<file path="src/rtl/axil_adder_initiator.sv">
`default_nettype none
// ============================================================================
// Module      : axil_adder_initiator
// Description : AXI-Lite initiator for the adder register block. Takes an
//               operand pair on a valid/ready command port, writes it to the
//               adder, waits a programmable settle delay, reads back the sum
//               and returns it with an error flag on a valid/ready response
//               port. Every bus wait is bounded by a timeout that aborts the
//               transaction and reports an error.
// Revision    : 1.0 - initial release
// ============================================================================
module axil_adder_initiator #(
    parameter logic [31:0] ADDER_ADDR     = 32'h0000_0500,
    parameter int          SETTLE_CYCLES  = 2,
    parameter int          TIMEOUT_CYCLES = 256
) (
    input  logic        clk_main_a0,
    input  logic        rst_main_sync,

    // command port
    input  logic        cmd_valid,
    output logic        cmd_ready,
    input  logic [3:0]  cmd_a,
    input  logic [3:0]  cmd_b,

    // response port
    output logic        rsp_valid,
    input  logic        rsp_ready,
    output logic [4:0]  rsp_sum,
    output logic        rsp_err,

    // AXI-Lite write address channel
    output logic        awvalid,
    output logic [31:0] awaddr,
    input  logic        awready,

    // AXI-Lite write data channel
    output logic        wvalid,
    output logic [31:0] wdata,
    output logic [3:0]  wstrb,
    input  logic        wready,

    // AXI-Lite write response channel
    input  logic        bvalid,
    input  logic [1:0]  bresp,
    output logic        bready,

    // AXI-Lite read address channel
    output logic        arvalid,
    output logic [31:0] araddr,
    input  logic        arready,

    // AXI-Lite read data channel
    input  logic        rvalid,
    input  logic [31:0] rdata,
    input  logic [1:0]  rresp,
    output logic        rready
);

    // Timeout counter only ever needs to reach TIMEOUT_CYCLES-1.
    localparam int                 C_TMO_W       = $clog2(TIMEOUT_CYCLES);
    localparam logic [C_TMO_W-1:0] C_TMO_MAX     = C_TMO_W'(TIMEOUT_CYCLES - 1);
    // SETTLE spends exactly SETTLE_CYCLES cycles counting down to zero.
    localparam logic [3:0]         C_SETTLE_LOAD = 4'(SETTLE_CYCLES - 1);
    localparam bit                 C_SETTLE_SKIP = (SETTLE_CYCLES == 0);

    typedef enum logic [2:0] {
        S_IDLE    = 3'd0,
        S_WR      = 3'd1,
        S_WR_RESP = 3'd2,
        S_SETTLE  = 3'd3,
        S_RD_ADDR = 3'd4,
        S_RD_DATA = 3'd5,
        S_RESP    = 3'd6
    } state_t;

    // ------------------------------------------------------------------
    // Registered state
    // ------------------------------------------------------------------
    state_t               r_state;
    logic [C_TMO_W-1:0]   r_tmo_cnt;
    logic [3:0]           r_settle_cnt;
    logic                 r_aw_done;
    logic                 r_w_done;
    logic                 r_err;
    logic                 r_cmd_ready;
    logic                 r_rsp_valid;
    logic [4:0]           r_rsp_sum;
    logic                 r_rsp_err;
    logic                 r_awvalid;
    logic [31:0]          r_awaddr;
    logic                 r_wvalid;
    logic [31:0]          r_wdata;
    logic [3:0]           r_wstrb;
    logic                 r_bready;
    logic                 r_arvalid;
    logic [31:0]          r_araddr;
    logic                 r_rready;

    // ------------------------------------------------------------------
    // Next-state values
    // ------------------------------------------------------------------
    state_t               w_state_nxt;
    logic [C_TMO_W-1:0]   w_tmo_cnt_nxt;
    logic [3:0]           w_settle_cnt_nxt;
    logic                 w_aw_done_nxt;
    logic                 w_w_done_nxt;
    logic                 w_err_nxt;
    logic                 w_cmd_ready_nxt;
    logic                 w_rsp_valid_nxt;
    logic [4:0]           w_rsp_sum_nxt;
    logic                 w_rsp_err_nxt;
    logic                 w_awvalid_nxt;
    logic [31:0]          w_awaddr_nxt;
    logic                 w_wvalid_nxt;
    logic [31:0]          w_wdata_nxt;
    logic [3:0]           w_wstrb_nxt;
    logic                 w_bready_nxt;
    logic                 w_arvalid_nxt;
    logic [31:0]          w_araddr_nxt;
    logic                 w_rready_nxt;
    logic                 w_abort;

    // Handshake and timeout qualifiers
    logic w_cmd_fire;
    logic w_rsp_fire;
    logic w_aw_fire;
    logic w_w_fire;
    logic w_b_fire;
    logic w_ar_fire;
    logic w_r_fire;
    logic w_aw_done_now;
    logic w_w_done_now;
    logic w_tmo_hit;
    logic w_unused_rdata;

    assign w_cmd_fire    = cmd_valid & r_cmd_ready;
    assign w_rsp_fire    = r_rsp_valid & rsp_ready;
    assign w_aw_fire     = r_awvalid & awready;
    assign w_w_fire      = r_wvalid & wready;
    assign w_b_fire      = bvalid & r_bready;
    assign w_ar_fire     = r_arvalid & arready;
    assign w_r_fire      = rvalid & r_rready;
    assign w_aw_done_now = r_aw_done | w_aw_fire;
    assign w_w_done_now  = r_w_done | w_w_fire;
    assign w_tmo_hit     = (r_tmo_cnt == C_TMO_MAX);

    // Only the low five bits of read data carry the sum.
    assign w_unused_rdata = ^rdata[31:5];

    // Next-state and output decode; a completed handshake always wins over a
    // timeout landing in the same cycle.
    always_comb begin
        w_state_nxt      = r_state;
        w_tmo_cnt_nxt    = r_tmo_cnt;
        w_settle_cnt_nxt = r_settle_cnt;
        w_aw_done_nxt    = r_aw_done;
        w_w_done_nxt     = r_w_done;
        w_err_nxt        = r_err;
        w_cmd_ready_nxt  = r_cmd_ready;
        w_rsp_valid_nxt  = r_rsp_valid;
        w_rsp_sum_nxt    = r_rsp_sum;
        w_rsp_err_nxt    = r_rsp_err;
        w_awvalid_nxt    = r_awvalid;
        w_awaddr_nxt     = r_awaddr;
        w_wvalid_nxt     = r_wvalid;
        w_wdata_nxt      = r_wdata;
        w_wstrb_nxt      = r_wstrb;
        w_bready_nxt     = r_bready;
        w_arvalid_nxt    = r_arvalid;
        w_araddr_nxt     = r_araddr;
        w_rready_nxt     = r_rready;
        w_abort          = 1'b0;

        case (r_state)
            S_IDLE: begin
                w_cmd_ready_nxt = 1'b1;
                if (w_cmd_fire) begin
                    // Operands land on the bus together with both valids.
                    w_wdata_nxt     = {24'b0, cmd_b, cmd_a};
                    w_wstrb_nxt     = 4'hF;
                    w_awaddr_nxt    = ADDER_ADDR;
                    w_awvalid_nxt   = 1'b1;
                    w_wvalid_nxt    = 1'b1;
                    w_cmd_ready_nxt = 1'b0;
                    w_aw_done_nxt   = 1'b0;
                    w_w_done_nxt    = 1'b0;
                    w_err_nxt       = 1'b0;
                    w_state_nxt     = S_WR;
                end
            end

            S_WR: begin
                // AW and W retire independently; each valid drops once taken.
                if (w_aw_fire) begin
                    w_awvalid_nxt = 1'b0;
                end
                if (w_w_fire) begin
                    w_wvalid_nxt = 1'b0;
                end
                w_aw_done_nxt = w_aw_done_now;
                w_w_done_nxt  = w_w_done_now;
                if (w_aw_done_now && w_w_done_now) begin
                    w_bready_nxt = 1'b1;
                    w_state_nxt  = S_WR_RESP;
                end else if (w_tmo_hit) begin
                    w_abort = 1'b1;
                end
            end

            S_WR_RESP: begin
                if (w_b_fire) begin
                    w_err_nxt    = (bresp != 2'b00);
                    w_bready_nxt = 1'b0;
                    if (C_SETTLE_SKIP) begin
                        w_araddr_nxt  = ADDER_ADDR;
                        w_arvalid_nxt = 1'b1;
                        w_state_nxt   = S_RD_ADDR;
                    end else begin
                        w_settle_cnt_nxt = C_SETTLE_LOAD;
                        w_state_nxt      = S_SETTLE;
                    end
                end else if (w_tmo_hit) begin
                    w_abort = 1'b1;
                end
            end

            S_SETTLE: begin
                // Give the adder's registered result time to update.
                if (r_settle_cnt == 4'd0) begin
                    w_araddr_nxt  = ADDER_ADDR;
                    w_arvalid_nxt = 1'b1;
                    w_state_nxt   = S_RD_ADDR;
                end else begin
                    w_settle_cnt_nxt = r_settle_cnt - 4'd1;
                end
            end

            S_RD_ADDR: begin
                if (w_ar_fire) begin
                    w_arvalid_nxt = 1'b0;
                    w_rready_nxt  = 1'b1;
                    w_state_nxt   = S_RD_DATA;
                end else if (w_tmo_hit) begin
                    w_abort = 1'b1;
                end
            end

            S_RD_DATA: begin
                if (w_r_fire) begin
                    w_rsp_sum_nxt   = rdata[4:0];
                    w_rsp_err_nxt   = r_err | (rresp != 2'b00);
                    w_rready_nxt    = 1'b0;
                    w_rsp_valid_nxt = 1'b1;
                    w_state_nxt     = S_RESP;
                end else if (w_tmo_hit) begin
                    w_abort = 1'b1;
                end
            end

            S_RESP: begin
                // Response is held untouched until the sequencer takes it.
                if (w_rsp_fire) begin
                    w_rsp_valid_nxt = 1'b0;
                    w_state_nxt     = S_IDLE;
                end
            end

            default: begin
                w_state_nxt = S_IDLE;
            end
        endcase

        // Timeout recovery: withdraw everything on the bus and report error.
        if (w_abort) begin
            w_awvalid_nxt   = 1'b0;
            w_wvalid_nxt    = 1'b0;
            w_bready_nxt    = 1'b0;
            w_arvalid_nxt   = 1'b0;
            w_rready_nxt    = 1'b0;
            w_rsp_err_nxt   = 1'b1;
            w_rsp_sum_nxt   = 5'd0;
            w_rsp_valid_nxt = 1'b1;
            w_state_nxt     = S_RESP;
        end

        // Timeout count restarts on every state entry and only runs while
        // waiting on the bus.
        if (w_state_nxt != r_state) begin
            w_tmo_cnt_nxt = '0;
        end else if (r_state inside {S_WR, S_WR_RESP, S_RD_ADDR, S_RD_DATA}) begin
            w_tmo_cnt_nxt = r_tmo_cnt + 1'b1;
        end else begin
            w_tmo_cnt_nxt = '0;
        end
    end

    // State and output registers; reset abandons any transaction in flight.
    always_ff @(posedge clk_main_a0) begin
        if (rst_main_sync) begin
            r_state      <= S_IDLE;
            r_tmo_cnt    <= '0;
            r_settle_cnt <= 4'd0;
            r_aw_done    <= 1'b0;
            r_w_done     <= 1'b0;
            r_err        <= 1'b0;
            r_cmd_ready  <= 1'b0;
            r_rsp_valid  <= 1'b0;
            r_rsp_sum    <= 5'd0;
            r_rsp_err    <= 1'b0;
            r_awvalid    <= 1'b0;
            r_awaddr     <= 32'd0;
            r_wvalid     <= 1'b0;
            r_wdata      <= 32'd0;
            r_wstrb      <= 4'd0;
            r_bready     <= 1'b0;
            r_arvalid    <= 1'b0;
            r_araddr     <= 32'd0;
            r_rready     <= 1'b0;
        end else begin
            r_state      <= w_state_nxt;
            r_tmo_cnt    <= w_tmo_cnt_nxt;
            r_settle_cnt <= w_settle_cnt_nxt;
            r_aw_done    <= w_aw_done_nxt;
            r_w_done     <= w_w_done_nxt;
            r_err        <= w_err_nxt;
            r_cmd_ready  <= w_cmd_ready_nxt;
            r_rsp_valid  <= w_rsp_valid_nxt;
            r_rsp_sum    <= w_rsp_sum_nxt;
            r_rsp_err    <= w_rsp_err_nxt;
            r_awvalid    <= w_awvalid_nxt;
            r_awaddr     <= w_awaddr_nxt;
            r_wvalid     <= w_wvalid_nxt;
            r_wdata      <= w_wdata_nxt;
            r_wstrb      <= w_wstrb_nxt;
            r_bready     <= w_bready_nxt;
            r_arvalid    <= w_arvalid_nxt;
            r_araddr     <= w_araddr_nxt;
            r_rready     <= w_rready_nxt;
        end
    end

    assign cmd_ready = r_cmd_ready;
    assign rsp_valid = r_rsp_valid;
    assign rsp_sum   = r_rsp_sum;
    assign rsp_err   = r_rsp_err;
    assign awvalid   = r_awvalid;
    assign awaddr    = r_awaddr;
    assign wvalid    = r_wvalid;
    assign wdata     = r_wdata;
    assign wstrb     = r_wstrb;
    assign bready    = r_bready;
    assign arvalid   = r_arvalid;
    assign araddr    = r_araddr;
    assign rready    = r_rready;

endmodule
`default_nettype wire

</file>
<file path="config.mk">
export PLATFORM = sky130hd
export DESIGN_NAME = axil_adder_initiator
export DESIGN_NICKNAME = d
export VERILOG_FILES = /design/src/rtl/axil_adder_initiator.sv
export SDC_FILE = /design/constraint.sdc
export NUM_CORES = 1
export LEC_CHECK = 0
export BUFFER_PORTS_ARGS = -buffer_cell sky130_fd_sc_hd__clkbuf_2
export CORE_AREA = 2 2 113 71
export CTS_CLUSTER_DIAMETER = 80
export DETAILED_ROUTE_END_ITERATION = 12
export DIE_AREA = 0 0 115 73
export MAX_ROUTING_LAYER = met4
export PLACE_DENSITY_LB_ADDON = 0.25
export SKIP_LAST_GASP = 1
export SLEW_MARGIN = 10
export SYNTH_ARGS = -nofsm -noshare
export SYNTH_HDL_FRONTEND = slang
export SYNTH_SLANG_ARGS = --single-unit
</file>
<file path="constraint.sdc">
create_clock -name clk_main_a0 -period 1.9 [get_ports clk_main_a0]
set_input_delay 0.38 -clock clk_main_a0 [delete_from_list [all_inputs] [get_ports clk_main_a0]]
set_output_delay 0.38 -clock clk_main_a0 [all_outputs]
set_load 0.02 [all_outputs]
</file>
==> summary.md <==
| Metric | Value |
|---|---|
| Met1 Use GR | `about a fifth` |
| Initial Util | `33.3%` |
| # nets final | `445` |
| Cell row count | `25` |
| Met3 GRT Util | `under 10%` |
| Worst-Skew Late Latency | `roughly 0.28 ns` |
| RR Startpoint | `r_settle_cnt[1]` |
| Diodes inserted | `0` |
| Vias per cell | `4.21` |
| Most common flop cell mapped by yosys | `dfxtp_1` |
| Wirelength per Cell | `11.8 µm` |
| Async SR Flop Fraction | `0%` |
| Sequential fraction of the synthesis area | `32.8%` |
| Largest net degree at the start of global routing | `23` |
| Crit end category | `flip-flop` |
| Crit path arrival time | `2.07 ns` |
| Crit-path max FO | `8` |
| RSZ-0062 raised after global routing | `true` |
| Critical path's top delay family | `compound AO/OA/AOI/OAI gates` |
| Fmax | `536 MHz` |
| Initial antenna violation count | `0` |
| Maxcap violations | `0` |
| Worst R2R Setup Slack | `0.03 ns` |
| Chip width | `115 µm` |
| DR vias | `2,042` |
| Required @ worst endpoint | `2.10 ns` |
| Area Growth Syn to Fin | `21.9%` |
| CP Buf/Inv Count | `1` |
| Routed Wire Length | `5740 µm` |
| Post-Place Setup Slack | `-0.109 ns` |
| Worst hold start | `awready` |
| Yosys warns | `0` |
| Final Hold Fails | `0` |
| Min Tclk post-route | `roughly 1.9 ns` |
| Layout cells sized above 1 | `between 30% and 40%` |
| Period Utilization, post-route | `a little over nine tenths` |
| 1st-pass router iterations | `4` |
| R2R cell count | `7` |
| Vias in the first global route | `roughly 1,800` |
| CTS tree | `built` |
| CTS H-tree lvls | `2` |
| Crit-path slowest cell | `o41ai_4` |
| TNS Setup | `0 ns` |
| Clock sinks | `41` |
| FF-to-FF End | `r_tmo_cnt[5]` |
| Drc violations | `0` |
| Overall Power | `2.10 mW` |
| Pleak | `around 1.4 nW` |
| Gr usage total | `14.0%` |
| Die H | `around 73 µm` |
| Hold Path End | `awvalid` |
| Core box area | `roughly 7500 µm²` |
| # setup viols final | `0` |
| GPL Wtd Cong | `0.841` |
| Area after DPL | `2750 µm²` |
| Synthesized cell area | `2500 µm²` |
| Maximum VDD drop | `0.394 mV` |
| Antenna Nets Post-Route | `0` |
| I/O Buffers | `54` |
| WS Path Type | `flip-flop to flip-flop` |
| Syn Area/Cell | `8.09 µm²` |
| Grt total ovfl | `0` |
| Worst setup margin | `0.0332 ns` |
| Final instance area | `3050 µm²` |
| Die area | `8400 µm²` |
| Hold slack | `0.309 ns` |
| Hold-critical path depth | `2` |
| Met2 Track Usage GR | `19.0%` |
| Synth Instances | `about 300` |
| TritonCTS buffer count | `5` |
| Power density cells | `688 nW/µm²` |
| Global route hottest layer | `met1` |
| 1st-iter DRT viols | `104` |
| Slew Viols, Final | `0` |
| FF+latch count, synth | `41` |
| Clk root buf | `clkbuf_16` |
| DP HPWL | `roughly 4400 µm` |
| Status | `finished clean` |
| Crit path launch type | `flip-flop` |
| Reg clk slew, reported paths | `0.06 ns` |
| I/O pin count | `166` |
| CP Cell Sequence | `inv_1 > ha_1 > nor3b_4 > o32ai_4 > o41ai_4 > a21oi_4 > nor4_2` |
| Post-synth EDFFs | `0` |
| Max Clock Skew | `about 0.0044 ns` |
| Fillers | `roughly 740` |
| Library cells used by synthesis | `47` |
| First-pass GRT wire length | `8790 µm` |
| CTS max path bufs | `2` |
| CP max stage delay | `roughly 0.37 ns` |
| Hold Crit Class | `input port to flip-flop` |
-- logic make-up after synthesis --
kind of cell    count (synthesis)  synth area share [%]
flops                          41                  32.8
buf+inv                       106                  30.0
compound gates                 49                  12.5
fa+ha+maj                       2                  1.00
other cells                     1                 0.150
simple gates                  102                  20.8
xor+xnor                        8                  2.80
-- routing by layer --
layer	vias to the layer above	share of wire [%]
met5	-	0
met4	0	0.98
met3	5	6.0
met2	80	41
met1	925	52
li1	1032	-
-- layout make-up --
class / count / area (µm²) / share of cell area [%]
Clock buffer: 5 / 125 / 4.10
Tap cell: 94 / 118 / 3.86
Multi-Input combinational cell: 245 / 1390 / 45.6
Sequential cell: 41 / 825 / 27.0
Clock inverter: 3 / 17.5 / 0.574
Timing Repair Buffer: 91 / 552 / 18.1
Inverter: 6 / 22.5 / 0.739
-- stage by stage --
step | utilization, % | cells
global route | 40.6 | 485
floorplan | - | 392
CTS | 38.9 | 485
global placement | 36.7 | 477
detailed placement | 36.7 | 477
finish | 40.6 | 485
-- flip-flops by register name, indices dropped and copies added (netlist names) --
name,count
araddr,1
arvalid,1
awaddr,1
awvalid,1
bready,1
cmd_ready,1
r_aw_done,1
r_err,1
r_settle_cnt,4
r_state,3
r_tmo_cnt,8
r_w_done,1
rready,1
rsp_err,1
rsp_sum,5
rsp_valid,1
wdata,8
wvalid,1
-- worst max path at each step --
| stage | end | slack, ns | start | cells after the start |
|---|---|---|---|---|
| after global routing | r_tmo_cnt[3] | -0.07 | r_state[2] | 5 |
| after floorplan | r_tmo_cnt[3] | 0.18 | r_settle_cnt[0] | 7 |
| after detailed placement | r_tmo_cnt[3] | -0.11 | r_settle_cnt[1] | 8 |
| final | r_tmo_cnt[5] | 0.03 | r_settle_cnt[1] | 7 |
| after global placement | r_tmo_cnt[3] | -0.11 | r_settle_cnt[1] | 8 |
| after CTS | r_tmo_cnt[3] | 0.001 | r_tmo_cnt[0] | 7 |
-- synth_stat cells, types with 2 or more instances --
cell type  instances  area (µm²)
nand3_1            8        40.0
xor2_1             4        35.0
dfxtp_1           41         821
buf_2              2        10.0
a21oi_1           25         125
nor2b_1            3        18.8
nand2b_1           4        25.0
nor3b_2            2        25.0
ha_1               2        25.0
nor4_1             6        37.5
a32oi_1            2        17.5
inv_1              6        22.5
clkbuf_1           6        22.5
nand2_1           33         124
and3_1             5        31.3
nor3_1            14        70.1
xnor2_1            4        35.0
a211oi_1           3        22.5
nor2_1            17        63.8
buf_4             91         683
o21ai_0            5        25.0
-- worst register-to-register path, cell delays in order (launching register included) --
cell and delay [ns]:
dfxtp_1 0.32, inv_1 0.08, ha_1 0.17, nor3b_4 0.31, o32ai_4 0.17, o41ai_4 0.37, a21oi_4 0.12, nor4_2 0.26
-- repair_timing --
action	4_1_cts	5_1_grt
buffers inserted	0	1
hold endpoints to repair	0	0
pin swaps	1	6
hold buffers	0	0
gates resized for setup	7	20
setup endpoints to repair	3	21
-- power by group --
group / total, mW / internal, mW / switching (mW)
Sequential: 0.899 / 0.881 / 0.0178
Clock: 0.831 / 0.482 / 0.349
Combinational: 0.368 / 0.0892 / 0.278
-- placed cells by master (no fill, tap or decap), types with 2 or more instances in the layout --
cell type and instances:
clkbuf_16 5, nand2b_1 4, clkbuf_2 54, nor3_1 12, nand2_1 32, dfxtp_2 3, inv_1 6, nor2_1 16
xor2_1 4, conb_1 84, nor4_1 2, and3_1 5, dfxtp_1 38, ha_1 2, nor2b_1 3, buf_4 36
nor3_2 2, a21oi_1 24, nor4_2 3, nor3b_4 2, nand3_1 8, o21ai_0 5, a32oi_1 2, a211oi_1 3
xnor2_1 4, clkinv_2 2
Power figures use the tool's default switching activity.
